[src/rtl/sw_affine_array.sv]
// sw_affine_array
// Smith-Waterman local aligner with affine gap penalties on an N_PE-wide
// systolic array. Both symbol streams are captured into local memories, then
// the query is walked in stripes of N_PE columns. Each PE owns one query
// column of the current stripe and sweeps down the reference one row per
// cycle, skewed by one cycle per PE. The bottom PE's H/D column is parked in
// a LEN_REF-deep buffer and feeds PE 0 during the next stripe.
//
// Ports
//   clk        : clock, everything on the rising edge
//   reset      : synchronous, active-low; aborts any job in progress
//   valid      : a symbol pair is present on data_ref/data_query
//   data_ref   : 2-bit reference symbol
//   data_query : 2-bit query symbol
//   ready      : symbols are accepted (IDLE/LOAD)
//   finish     : one-cycle pulse, results valid in the same cycle
//   max        : best local score (unsigned)
//   pos_ref    : 1-based reference index of the best cell (0 if none)
//   pos_query  : 1-based query index of the best cell (0 if none)
module sw_affine_array #(
  parameter int WIDTH_SCORE     = 8,
  parameter int WIDTH_POS_REF   = 7,
  parameter int WIDTH_POS_QUERY = 6,
  parameter int LEN_REF         = 64,
  parameter int LEN_QUERY       = 48,
  parameter int N_PE            = 4,
  parameter int MATCH           = 2,
  parameter int MISMATCH        = -1,
  parameter int G_OPEN          = 2,
  parameter int G_EXTEND        = 1
) (
  input  logic                       clk,
  input  logic                       reset,
  input  logic                       valid,
  input  logic [1:0]                 data_ref,
  input  logic [1:0]                 data_query,
  output logic                       ready,
  output logic                       finish,
  output logic [WIDTH_SCORE-1:0]     max,
  output logic [WIDTH_POS_REF-1:0]   pos_ref,
  output logic [WIDTH_POS_QUERY-1:0] pos_query
);

  localparam int SW       = WIDTH_SCORE + 2;
  localparam int L_MAX    = (LEN_REF > LEN_QUERY) ? LEN_REF : LEN_QUERY;
  localparam int N_STRIPE = LEN_QUERY / N_PE;
  localparam int C_LEN    = LEN_REF + N_PE - 1;
  localparam int LW       = $clog2(L_MAX + 1);
  localparam int CW       = $clog2(C_LEN + 1);
  localparam int STW      = $clog2(N_STRIPE + 1);
  localparam int RA_W     = (LEN_REF > 1) ? $clog2(LEN_REF) : 1;
  localparam int QA_W     = (LEN_QUERY > 1) ? $clog2(LEN_QUERY) : 1;

  localparam logic signed [SW-1:0] K_MATCH    = SW'(MATCH);
  localparam logic signed [SW-1:0] K_MISMATCH = SW'(MISMATCH);
  localparam logic signed [SW-1:0] K_OPEN     = SW'(G_OPEN);
  localparam logic signed [SW-1:0] K_EXT      = SW'(G_EXTEND);
  localparam logic signed [SW-1:0] K_NEG_OPEN = SW'(-G_OPEN);
  localparam logic signed [SW-1:0] K_ZERO     = '0;

  typedef enum logic [1:0] {IDLE, LOAD, CAL, DONE} state_t;

  state_t state_q, state_d;

  logic [LW-1:0]  load_cnt_q;
  logic [CW-1:0]  cyc_q;
  logic [STW-1:0] stripe_q;
  logic           xfer;
  logic           last_cyc;
  logic           last_stripe;

  logic [1:0] ref_mem [LEN_REF];
  logic [1:0] qry_mem [LEN_QUERY];

  logic signed [SW-1:0] buf_h [LEN_REF];
  logic signed [SW-1:0] buf_d [LEN_REF];

  // Per-PE registered state: own previous H and I (the cell above), the
  // last D handed to the right neighbour, and the delayed left H (diagonal).
  logic signed [SW-1:0] h_q    [N_PE];
  logic signed [SW-1:0] i_q    [N_PE];
  logic signed [SW-1:0] d_q    [N_PE];
  logic signed [SW-1:0] diag_q [N_PE];

  logic [N_PE-1:0]             pe_act;
  logic [1:0]                  pe_ref   [N_PE];
  logic [1:0]                  pe_qry   [N_PE];
  logic [WIDTH_POS_REF-1:0]    pe_i     [N_PE];
  logic [WIDTH_POS_QUERY-1:0]  pe_j     [N_PE];
  logic signed [SW-1:0]        left_h   [N_PE];
  logic signed [SW-1:0]        left_d   [N_PE];
  logic signed [SW-1:0]        sub_s    [N_PE];
  logic signed [SW-1:0]        i_new    [N_PE];
  logic signed [SW-1:0]        d_new    [N_PE];
  logic signed [SW-1:0]        h_new    [N_PE];

  logic [WIDTH_SCORE-1:0]      best_h_q, fold_h;
  logic [WIDTH_POS_REF-1:0]    best_i_q, fold_i;
  logic [WIDTH_POS_QUERY-1:0]  best_j_q, fold_j;

  function automatic logic signed [SW-1:0] smax(input logic signed [SW-1:0] a,
                                                input logic signed [SW-1:0] b);
    return (a > b) ? a : b;
  endfunction

  assign xfer        = valid && ready && reset;
  assign last_cyc    = (cyc_q == CW'(C_LEN - 1));
  assign last_stripe = (stripe_q == STW'(N_STRIPE - 1));

  always_comb begin
    state_d = state_q;
    case (state_q)
      IDLE: if (xfer) state_d = (load_cnt_q == LW'(L_MAX - 1)) ? CAL : LOAD;
      LOAD: if (xfer && (load_cnt_q == LW'(L_MAX - 1))) state_d = CAL;
      CAL:  if (last_cyc && last_stripe) state_d = DONE;
      DONE: state_d = IDLE;
      default: state_d = IDLE;
    endcase
  end

  // ready is registered; it stays low in the cycle where finish is pulsed so
  // the next job can start at the earliest one edge after the pulse.
  always_ff @(posedge clk) begin
    if (!reset) begin
      state_q    <= IDLE;
      load_cnt_q <= '0;
      cyc_q      <= '0;
      stripe_q   <= '0;
      ready      <= 1'b0;
    end else begin
      state_q <= state_d;
      ready   <= ((state_d == IDLE) || (state_d == LOAD)) && (state_q != DONE);
      if (state_q == CAL) begin
        if (last_cyc) begin
          cyc_q    <= '0;
          stripe_q <= last_stripe ? '0 : stripe_q + 1'b1;
        end else begin
          cyc_q <= cyc_q + 1'b1;
        end
      end else begin
        cyc_q    <= '0;
        stripe_q <= '0;
      end
      if ((state_q == CAL) || (state_q == DONE)) begin
        load_cnt_q <= '0;
      end else if (xfer) begin
        load_cnt_q <= load_cnt_q + 1'b1;
      end
    end
  end

  // Symbol capture: the shorter stream simply stops being written once its
  // length is reached while the longer one keeps loading.
  always_ff @(posedge clk) begin
    if (xfer) begin
      if (load_cnt_q < LW'(LEN_REF))   ref_mem[RA_W'(load_cnt_q)] <= data_ref;
      if (load_cnt_q < LW'(LEN_QUERY)) qry_mem[QA_W'(load_cnt_q)] <= data_query;
    end
  end

  // PE p in cycle c works on row i = c - p + 1 of column stripe*N_PE + p + 1.
  always_comb begin
    for (int p = 0; p < N_PE; p++) begin
      pe_act[p] = (int'(cyc_q) >= p) && ((int'(cyc_q) - p) < LEN_REF);
      pe_ref[p] = pe_act[p] ? ref_mem[RA_W'(int'(cyc_q) - p)] : 2'b00;
      pe_qry[p] = qry_mem[QA_W'(int'(stripe_q) * N_PE + p)];
      pe_i[p]   = WIDTH_POS_REF'(int'(cyc_q) - p + 1);
      pe_j[p]   = WIDTH_POS_QUERY'(int'(stripe_q) * N_PE + p + 1);
    end
  end

  // PE 0 takes its left column from the stripe buffer, or from the H=0 /
  // D=-G_OPEN boundary in the first stripe. Other PEs take their neighbour.
  always_comb begin
    left_h[0] = (stripe_q == '0) ? K_ZERO : buf_h[RA_W'(cyc_q)];
    left_d[0] = (stripe_q == '0) ? K_NEG_OPEN : buf_d[RA_W'(cyc_q)];
    for (int p = 1; p < N_PE; p++) begin
      left_h[p] = h_q[p-1];
      left_d[p] = d_q[p-1];
    end
  end

  always_comb begin
    for (int p = 0; p < N_PE; p++) begin
      sub_s[p] = (pe_ref[p] == pe_qry[p]) ? K_MATCH : K_MISMATCH;
      i_new[p] = smax(h_q[p] - K_OPEN, i_q[p] - K_EXT);
      d_new[p] = smax(left_h[p] - K_OPEN, left_d[p] - K_EXT);
      h_new[p] = smax(smax(diag_q[p] + sub_s[p], i_new[p]), smax(d_new[p], K_ZERO));
    end
  end

  // PE state returns to the row-0 boundary at every stripe start and whenever
  // no computation is running, so nothing leaks between stripes or jobs.
  always_ff @(posedge clk) begin
    if (!reset || (state_q != CAL) || last_cyc) begin
      for (int p = 0; p < N_PE; p++) begin
        h_q[p]    <= K_ZERO;
        i_q[p]    <= K_NEG_OPEN;
        d_q[p]    <= K_NEG_OPEN;
        diag_q[p] <= K_ZERO;
      end
    end else begin
      for (int p = 0; p < N_PE; p++) begin
        diag_q[p] <= left_h[p];
        if (pe_act[p]) begin
          h_q[p] <= h_new[p];
          i_q[p] <= i_new[p];
          d_q[p] <= d_new[p];
        end
      end
    end
  end

  always_ff @(posedge clk) begin
    if ((state_q == CAL) && pe_act[N_PE-1]) begin
      buf_h[RA_W'(int'(cyc_q) - (N_PE - 1))] <= h_new[N_PE-1];
      buf_d[RA_W'(int'(cyc_q) - (N_PE - 1))] <= d_new[N_PE-1];
    end
  end

  // Cells reach the tracker out of row order (later stripes revisit low
  // rows), so the tie-break compares positions explicitly. Zero scores never
  // win, which leaves the position at 0 when nothing scores.
  always_comb begin
    fold_h = best_h_q;
    fold_i = best_i_q;
    fold_j = best_j_q;
    for (int p = 0; p < N_PE; p++) begin
      if ((state_q == CAL) && pe_act[p] && (h_new[p] > K_ZERO) &&
          ((h_new[p] > $signed({2'b00, fold_h})) ||
           ((h_new[p] == $signed({2'b00, fold_h})) &&
            ((pe_i[p] < fold_i) || ((pe_i[p] == fold_i) && (pe_j[p] < fold_j)))))) begin
        fold_h = h_new[p][WIDTH_SCORE-1:0];
        fold_i = pe_i[p];
        fold_j = pe_j[p];
      end
    end
  end

  always_ff @(posedge clk) begin
    if (!reset || (state_q != CAL)) begin
      best_h_q <= '0;
      best_i_q <= '0;
      best_j_q <= '0;
    end else begin
      best_h_q <= fold_h;
      best_i_q <= fold_i;
      best_j_q <= fold_j;
    end
  end

  always_ff @(posedge clk) begin
    if (!reset) begin
      finish    <= 1'b0;
      max       <= '0;
      pos_ref   <= '0;
      pos_query <= '0;
    end else begin
      finish <= (state_q == DONE);
      if (state_q == DONE) begin
        max       <= best_h_q;
        pos_ref   <= best_i_q;
        pos_query <= best_j_q;
      end
    end
  end

endmodule

[config.mk]
export PLATFORM = sky130hd
export DESIGN_NAME = sw_affine_array
export DESIGN_NICKNAME = d
export VERILOG_FILES = /design/src/rtl/sw_affine_array.sv
export SDC_FILE = /design/constraint.sdc
export NUM_CORES = 2
export LEC_CHECK = 0
export ABC_AREA = 1
export ABC_CLOCK_PERIOD_IN_PS = 36300
export BUFFER_PORTS_ARGS = -buffer_cell sky130_fd_sc_hd__buf_4
export CORE_UTILIZATION = 39
export DETAILED_ROUTE_END_ITERATION = 10
export PLACE_DENSITY = 0.62
export SYNTH_ARGS = -nofsm -noshare
export SYNTH_HDL_FRONTEND = slang
export SYNTH_SLANG_ARGS = --single-unit
[constraint.sdc]
create_clock -name clk -period 36.3 [get_ports clk]
set_input_delay 5.445 -clock clk [delete_from_list [all_inputs] [get_ports clk]]
set_output_delay 5.445 -clock clk [all_outputs]
set_load 0.02 [all_outputs]
==> run metrics <==
drt wl/cell=22.45 microns; slowest CP cell=dfxtp_4; root buf cell=clkbuf_16; layout cell share with drive strength beyond 1=7.251%; relative slew slack=12.42%; Congestion Overflow GR=0; Slew Limit Fails=0; antenna violations before repair=4; adder-cell share of the synthesized area=4.432%; top cell type's share of synthesized area=57.51%; Num Clock Sinks=1722; Max IR drop VDD=0.00005538 V; Die Width=462.5 microns; die height=462.5 microns; critical path fanouts, max=184; Fmax=0.05451 GHz; worst path required time=37.02 ns; worst slew pin tran=1.314 ns; Post-synth EDFFs=1584; final hold violations=0; Num CTS Buffers=182; flops & latches, synth=1722; area grow syn2layout=10.59%; Max-cap violations=0; Distinct cells, synth=67; # rows=168; io pins=30; DR pass1 iterations=8; Synth Area in XOR/XNOR=1.859%; top post-synthesis cells by area=edfxtp_1, nand2_1, nor2_1; post-layout util=43.52%; Core ar.=210200 sq um; ys flop type=edfxtp_1; commonest cells after routing, fill and taps aside=edfxtp_1, nand2_1, nor2_1; DIE AREA=213900 sq um; clock buffer depth=3; area leader, netlist=edfxtp_1; fin crit period=18.35 ns; DR vias=60.19k; commonest non-fill, non-tap cell in the layout=edfxtp_1; asr flop ratio synth=0%; class of the worst hold path=reg2reg; most frequent CP cell=nand2_1; clk_lat worst skew=0.88 ns; Final nets=8317; Critical Path Sink Type=register; Post-CTS Repair Setup Buffers=0; initial DRC count=6026; outcome=finished clean; setup repair after global routing missed its margin=false; DRC Markers=0; Post-Syn Instances=8065; Initial Utilization=39.35%; Total GRT Usage=22.52%; Post-Syn Area=82720 sq um; dpl ws=18.45 ns; vias in the first global route=57.25k; startpoint class of the critical path=register; drt total wl=246.3 mm; slowest stage delay, CP=0.83 ns; WS Path Type=reg2reg; Avg Cell Area, Syn=10.26 sq um; final worst slack=17.95 ns; CTS clk-pin slew, worst paths=0.06 ns; Tcrit/Tclk final=50.54%; CTS tree=built; Placer Congestion=0.9486; Arr. time, crit path=19.07 ns; Setup Skew=0.09129 ns; mux contribution to synthesized area=0.1845%; cts repair resizes=0; Clock H-tree levels=4; Synth Area in Compound Gates=11.73%; largest net degree at the start of global routing=185; Simple-Gate Fraction of Synth Area=15.46%; Yosys warnings=0; Fillers=19.72k; DRT antenna net count=0; hold buffers post-CTS=0; first-pass GRT wire length=365.8 mm; Pwr per Cell Area=44.59 nW/um^2; Setup TNS Final=0 ns; sequential-to-total area share from yosys stat=60.84%; vias per inst=5.486; largest family of logic cells by synthesized area=simple AND/OR/NAND/NOR gates; Detailed Place HPWL=153.5 mm; Finish-stage setup viols=0; Port-buffer cells=29; leakage=34.67 nW
-- cell type report --
type | instances | area (sq um) | share of cell area, %
Antenna cell | 3 | 7.507 | 0.008207
Clock buffer | 226 | 4760 | 5.203
Clock inverter | 105 | 1150 | 1.257
Inverter | 558 | 2122 | 2.320
Multi-Input combinational cell | 5373 | 28170 | 30.79
Sequential cell | 1722 | 50340 | 55.04
Tap cell | 2805 | 3510 | 3.837
Timing Repair Buffer | 180 | 1414 | 1.546
-- routing by layer --
metal	part of all wire [%]	wire length, microns	GRT usage (%)	vias up
li1	-	-	-	28130
met1	42	104300	30.38	29210
met2	46	112600	35.58	2373
met3	7.6	18780	3.860	486
met4	4.3	10670	9.881	0
met5	0	0	0	-
-- critical path: cells and delay by family, from the launching register on --
family | cells | cell delay, ns
xor gates and xnor gates | 2 | 0.37
and+or+nand+nor | 42 | 6.03
AOI/OAI and AO/OA | 20 | 4.77
adders and majority gates | 7 | 2.12
DFF | 1 | 0.83
buffers and inverters | 12 | 3.74
-- final timing paths --
kind / from / endpoint / slack [ns] / cells past startpoint
worst max-delay path: cyc_q[0]$_SDFF_PP0_ / best_i_q[6]$_SDFF_PN0_ / 17.95 / 83
worst min-delay path: h_q[2][9]$_DFF_P_ / diag_q[3][9]$_DFF_P_ / 0.48 / 2
worst max register to register: cyc_q[0]$_SDFF_PP0_ / best_i_q[6]$_SDFF_PN0_ / 17.95 / 83
worst min register to register: h_q[2][9]$_DFF_P_ / diag_q[3][9]$_DFF_P_ / 0.48 / 2
-- where the power goes --
part / internal, W / switching, W
sequential: 0.00216 / 0.000000353
clock: 0.00103 / 0.000814
combinational: 0.0000170 / 0.0000621
total: 0.00320 / 0.000876
-- Yosys cell counts (all sizes together) (2+ instances only) --
cell        n
o221ai     60
nor3       60
and2        4
o311ai     10
nand3     319
o21ai    1015
clkbuf    137
a21o        5
a21oi     294
xnor2      58
a221o       7
buf       278
a22oi       8
a2bb2oi     2
o21a        8
o21bai     12
nor4       17
or2        30
nand3b      3
o32ai       3
xor2      115
mux2        2
nand2    1487
o211ai    122
clkinv     15
o31ai       2
edfxtp   1584
or3        11
nand4      60
a21boi      4
dfxtp     138
a211oi      6
inv       543
o2111ai    18
nor2     1166
a221oi     14
ha        293
a31oi      12
o22ai     121
a2111oi     2
mux2i      13
-- through the flow --
stage	cell area, sq um	hold WS [ns]	std cells	total power (W)
6_report	91480	0.4750	10970	0.004079
5_1_grt	91470	0.5020	10970	0.004187
4_1_cts	91470	0.4728	10970	0.004106
3_5_place_dp	85560	0.4642	10640	0.002279
3_3_place_gp	85560	0.4669	10640	0.002277
2_1_floorplan	82730	0.4319	8068	0.002244
-- kinds of logic (layout without fill, tap and decap cells) --
group / after synthesis / count (layout)
fa+ha+maj: 293 / 293
other cells: 1 / 7
simple gates: 3159 / 3159
mux: 15 / 15
xor+xnor: 173 / 173
compound gates: 1729 / 1729
flops: 1722 / 1722
buf+inv: 973 / 1069
-- registers in the layout, summed over array words and instances, names as in the netlist, named ones only --
| register | flops |
|---|---|
| best_h_q | 8 |
| best_i_q | 7 |
| best_j_q | 6 |
| buf_d | 640 |
| buf_h | 640 |
| cyc_q | 7 |
| d_q | 30 |
| diag_q | 40 |
| finish | 1 |
| h_q | 40 |
| i_q | 40 |
| load_cnt_q | 7 |
| max | 8 |
| pos_query | 6 |
| pos_ref | 7 |
| qry_mem | 96 |
| ready | 1 |
| ref_mem | 128 |
| state_q | 2 |
| stripe_q | 4 |
Power figures use the tool's default switching activity.
